`config.mk`:
```
export PLATFORM = sky130hd
export DESIGN_NAME = edf_queue_scheduler
export DESIGN_NICKNAME = d
export VERILOG_FILES = /design/src/rtl/edf_queue_scheduler.sv
export SDC_FILE = /design/constraint.sdc
export NUM_CORES = 2
export LEC_CHECK = 0
export ABC_AREA = 0
export BUFFER_PORTS_ARGS = -buffer_cell sky130_fd_sc_hd__buf_4
export CORE_AREA = 2 2 583 585
export CTS_CLUSTER_SIZE = 30
export DETAILED_ROUTE_END_ITERATION = 6
export DIE_AREA = 0 0 585 587
export PLACE_DENSITY = 0.3
export SLEW_MARGIN = 20
export SYNTH_ARGS = -nofsm -noshare
export SYNTH_HDL_FRONTEND = slang
export SYNTH_SLANG_ARGS = --single-unit
```
`constraint.sdc`:
```
create_clock -name clock -period 8.6 [get_ports clock]
set_input_delay 0.86 -clock clock [delete_from_list [all_inputs] [get_ports clock]]
set_output_delay 0.86 -clock clock [all_outputs]
set_load 0.01 [all_outputs]
```
`src/rtl/edf_queue_scheduler.sv`:
```
// edf_queue_scheduler: earliest-deadline-first pick of the next per-core
// queue, request/capture of its head packet, valid/ready hand-off out.
// Ports: clock, reset (async, active-low); enable, periods, empty in;
// scheduler_to_queues_ready, core_id out; queues_to_serializer_valid and
// queues_to_serializer_packet in; out_packet, out_valid out; out_ready in;
// timeout_error, busy out.
module edf_queue_scheduler #(
  parameter int NUMBER_OF_QUEUES = 4,
  parameter int REGISTER_SIZE    = 32,
  parameter int DATA_SIZE        = 678,
  parameter int WAIT_TIMEOUT     = 64,
  localparam int IW = (NUMBER_OF_QUEUES > 1) ?
                      $clog2(NUMBER_OF_QUEUES) : 1
) (
  input  logic                 clock,
  input  logic                 reset,
  input  logic                 enable,
  input  logic [NUMBER_OF_QUEUES-1:0][REGISTER_SIZE-1:0] periods,
  input  logic [NUMBER_OF_QUEUES-1:0] empty,
  output logic                 scheduler_to_queues_ready,
  output logic [IW-1:0]        core_id,
  input  logic                 queues_to_serializer_valid,
  input  logic [DATA_SIZE-1:0] queues_to_serializer_packet,
  output logic [DATA_SIZE-1:0] out_packet,
  output logic                 out_valid,
  input  logic                 out_ready,
  output logic                 timeout_error,
  output logic                 busy
);

  localparam int CW = $clog2(WAIT_TIMEOUT);
  localparam logic [CW-1:0] WLAST = CW'(WAIT_TIMEOUT - 1);

  typedef enum logic [1:0] {
    IDLE, REQUEST, WAIT_VALID, OUTPUT
  } state_t;

  state_t state_q, state_d;

  logic [REGISTER_SIZE-1:0] deadline [NUMBER_OF_QUEUES];
  logic [CW-1:0]            wait_cnt;
  logic                     loaded;
  logic                     capture;

  logic                     found;
  logic [IW-1:0]            win;
  logic [REGISTER_SIZE-1:0] best;

  // Strict less-than keeps the lowest index on equal deadlines.
  always_comb begin
    found = 1'b0;
    win   = '0;
    best  = '0;
    for (int i = 0; i < NUMBER_OF_QUEUES; i++) begin
      if (!empty[i] && (!found || deadline[i] < best)) begin
        found = 1'b1;
        win   = IW'(i);
        best  = deadline[i];
      end
    end
  end

  // No decision until the deadlines hold their first load.
  always_comb begin
    state_d       = state_q;
    capture       = 1'b0;
    timeout_error = 1'b0;
    unique case (state_q)
      IDLE:
        if (loaded && enable && found)
          state_d = REQUEST;
      REQUEST:
        state_d = WAIT_VALID;
      WAIT_VALID:
        if (queues_to_serializer_valid) begin
          capture = 1'b1;
          state_d = OUTPUT;
        end else if (wait_cnt == WLAST) begin
          timeout_error = 1'b1;
          state_d       = IDLE;
        end
      OUTPUT:
        if (out_ready)
          state_d = IDLE;
      default:
        state_d = IDLE;
    endcase
  end

  always_ff @(posedge clock or negedge reset) begin
    if (!reset) begin
      state_q    <= IDLE;
      core_id    <= '0;
      out_packet <= '0;
      out_valid  <= 1'b0;
      wait_cnt   <= '0;
      loaded     <= 1'b0;
      for (int i = 0; i < NUMBER_OF_QUEUES; i++)
        deadline[i] <= '0;
    end else begin
      state_q <= state_d;
      loaded  <= 1'b1;
      if (state_q == IDLE && state_d == REQUEST)
        core_id <= win;
      if (state_q == WAIT_VALID)
        wait_cnt <= wait_cnt + 1'b1;
      else
        wait_cnt <= '0;
      if (capture) begin
        out_packet <= queues_to_serializer_packet;
        out_valid  <= 1'b1;
      end else if (state_q == OUTPUT && out_ready) begin
        out_valid <= 1'b0;
      end
      // Reload beats decrement; zero is sticky until served.
      for (int i = 0; i < NUMBER_OF_QUEUES; i++) begin
        if (!loaded || (capture && core_id == IW'(i)))
          deadline[i] <= periods[i];
        else if (deadline[i] != '0)
          deadline[i] <= deadline[i] - 1'b1;
      end
    end
  end

  assign scheduler_to_queues_ready = (state_q == REQUEST);
  assign busy = (state_q != IDLE);

endmodule

```
==> impl_results.md <==
* P&R area growth vs syn at 59.0%
* Worst Hold Depth at 3
* Smallest hold slack at approximately 0.16 ns
* Final hold violation count at 0
* Vias in the first global route at 37500
* Share of the synthesized area in the top cell type at between 50% and 60%
* Final period util at between 80% and 90%
* Critical path's largest stage delay at 0.48 ns
* Crit path DAT at 8.14 ns
* Highest Clock Rate at between 100 and 150 MHz
* Die span in x at slightly below 600 µm
* Final setup viols at 0
* Count of different cell masters after synthesis at 62
* CP max stage cell: a32oi_4
* Max Slew Vio Count at 0
* Tmin final at 7.45 ns
* H-tree depth at 3
* CTS sink count at slightly above 800
* Pwr/cell area at about 360 nW/µm²
* Post-Route Skew at roughly 0.083 ns
* Initial antenna violation count at between 150 and 200
* Kind of critical path: reg -> reg
* Netlist Area Pre-Place at 36000 µm²
* Worst-path maximum fanout at 33
* Wire per inst at about 26 µm
* # Post-CTS Setup Buffers at 0
* Rows at between 200 and 250
* Most frequent cells in the layout: nand2_1 (2186), buf_4 (1589), dfrtp_1 (818)
* First-pass GRT wire length at ~360 mm
* Die area at 343000 µm²
* Routed wire length at between 200 and 300 mm
* Min-Delay Endpoint: out_packet[583]
* P_leak at approximately 0.028 µW
* Post-synth ARST share at 100%
* Vias per cell at about 3.5
* First-pass iteration count of the detailed router at 6
* Max Root-Sink Buffers at 4
* Worst hold start: queues_to_serializer_packet[583]
* Reg2reg setup slack at approximately 1.2 ns
* GRT Total Usage at between 10% and 20%
* Max VDD drop at 186 µV
* #FFs+latches synth at 818
* Top sig layer: met5
* Count of maximum capacitance violations at 0
* Die Height at a little under 600 µm
* Synth area leaders: dfrtp_1 (57%), nand2_1 (23%), ha_1 (3.4%)
* Setup TNS at 0 ns
* Sequential area share after synthesis at a little under three fifths
* Worst R2R Start: deadline[119]
* Clock Latency Late Sink at 0.89 ns
* Hold Path Class: in -> reg
* Worst R2R End: core_id[0]
* Status: complete, no violations
* Crit path launch type: flip-flop
* Main flop type after synthesis: dfrtp_1
* Pin count of the biggest net entering global routing at 182
* Met3 WL at around 27 mm
* Antenna-violating nets left at 0
* Post-synth EDFFs at 0
* CTS tree: done
* Drt drc at 0
* Slew @ Worst Pin at roughly 1.2 ns
* Syn Inst Count at 4197
* Clk pin slew, worst setup/hold paths at roughly 0.060 ns
* Share of cells above drive strength 1 at 31.5%
* Dpl hpwl at between 200 and 250 mm
* Relative slew slack at a little over a fifth
* Yosys top cell by area: dfrtp_1
* CORE AREA at 338000 µm²
* CTS buffer count at 120
* PortBufs at 1498
* Ys Warns at 0
* GPL Wtd Cong at ~0.9
* Worst Path Required at between 9 and 10 ns
* Avg Cell Area, Syn at roughly 8.6 µm²
* Met2 WL at 127 mm
* Power Total at approximately 20000 µW
* Final-stage net count at roughly 6600
* Most common cell after layout, fill and taps aside: nand2_1
* Unrepaired setup endpoints after global routing: no
* Endpoint type of the worst setup path: flip-flop
* Root buf cell: clkbuf_16
* Total I/O pin count at 1499
* DRT iter0 DRCs at 2288
* Starting Density at a little over a tenth
* Global route overflow at 0
* Vias at ~36000
* Syn Nets at roughly 5000
* R2R depth at 30
* Metal-1 WL at 112 mm
-- cells by family after synthesis --
logic type | Yosys count | share of synthesized area, %
DFF | 818 | 56.9
AOI/OAI and AO/OA | 354 | 6.19
xor gates and xnor gates | 70 | 1.70
other | 1 | 0.0104
muxes | 8 | 0.244
adders and majority gates | 98 | 3.41
and+or+nand+nor | 2609 | 29.0
buffers and inverters | 239 | 2.53
-- flip-flops by register name, summed over array words and instances, names as in the netlist --
name / cells
core_id: 2
deadline: 128
loaded: 1
out_packet: 678
out_valid: 1
state_q: 2
wait_cnt: 6
-- per-layer routing --
metal | global-route usage (%) | up-vias
li1 | - | 16500
met1 | 18.5 | 17800
met2 | 25.4 | 1486
met3 | 6.75 | 463
met4 | 2.90 | 64
met5 | 0 | -
-- cell type report --
type / count / area (µm²)
Multi-Input combinational cell: 3140 / 14600
Sequential cell: 818 / 20500
Tap cell: 4536 / 5680
Timing Repair Buffer: 1599 / 12100
Antenna cell: 41 / 103
Fill cell: 38500 / 281000
Clock buffer: 170 / 3520
Inverter: 20 / 75.1
Clock inverter: 43 / 562
-- cell usage after synthesis (all sizes together) (5+ instances only) --
| cell type | count |
|---|---|
| nand2 | 2186 |
| dfrtp | 818 |
| clkbuf | 211 |
| nor2 | 174 |
| a21oi | 107 |
| ha | 98 |
| o21ai | 71 |
| a211oi | 55 |
| nor3 | 54 |
| xnor2 | 43 |
| nand2b | 38 |
| o21a | 34 |
| nor4 | 28 |
| or3 | 28 |
| xor2 | 27 |
| nand3 | 24 |
| o31ai | 21 |
| inv | 20 |
| nand4 | 16 |
| o22ai | 16 |
| or4 | 15 |
| a21o | 12 |
| and3 | 8 |
| buf | 8 |
| and4 | 7 |
| nand3b | 7 |
| o211ai | 7 |
| mux2 | 6 |
| or2 | 5 |
-- worst max-delay path, delay by kind of cell, from the launching register on --
kind / cells / cell delay [ns]
mux: 1 / 0.27
simple gates: 9 / 1.36
compound gates: 14 / 3.66
flops: 1 / 0.45
buf+inv: 3 / 0.64
fa+ha+maj: 3 / 0.94
-- power breakdown --
group	total, µW	switching, µW	leakage, µW	internal (µW)
sequential	6710	1220	0.0101	5490
clock	5260	2130	0.00202	3130
combinational	8470	5120	0.0162	3350
total	20500	8470	0.0283	12000
-- metrics by stage --
stage	setup WS [ns]	utilization (%)	std cells	cell area, µm²
final	1.15	16.9	10400	57200
after global routing	0.559	16.9	10300	57100
after CTS	1.06	16.9	10300	57100
after global placement	0.328	15.7	10100	53000
after floorplan	1.15	-	4197	36000
after detailed placement	0.283	15.7	10100	53000
-- what timing repair did --
| action | 4_1_cts | 5_1_grt |
|---|---|---|
| gates resized for setup | 0 | 0 |
| hold endpoints to repair | 55 | 0 |
| hold buffers | 1 | 0 |
-- worst max-delay path by stage --
stage                  startpoint          to  slack (ns)  depth (start not counted)
finish              deadline[119]  core_id[0]        1.15                         30
global placement         empty[0]  core_id[0]        0.33                         31
CTS                 deadline[119]  core_id[0]        1.06                         30
global route        deadline[119]  core_id[0]        0.56                         30
detailed placement       empty[0]  core_id[0]        0.28                         31
floorplan                empty[0]  core_id[0]        1.15                         30
(Power assumes the default switching activity.)
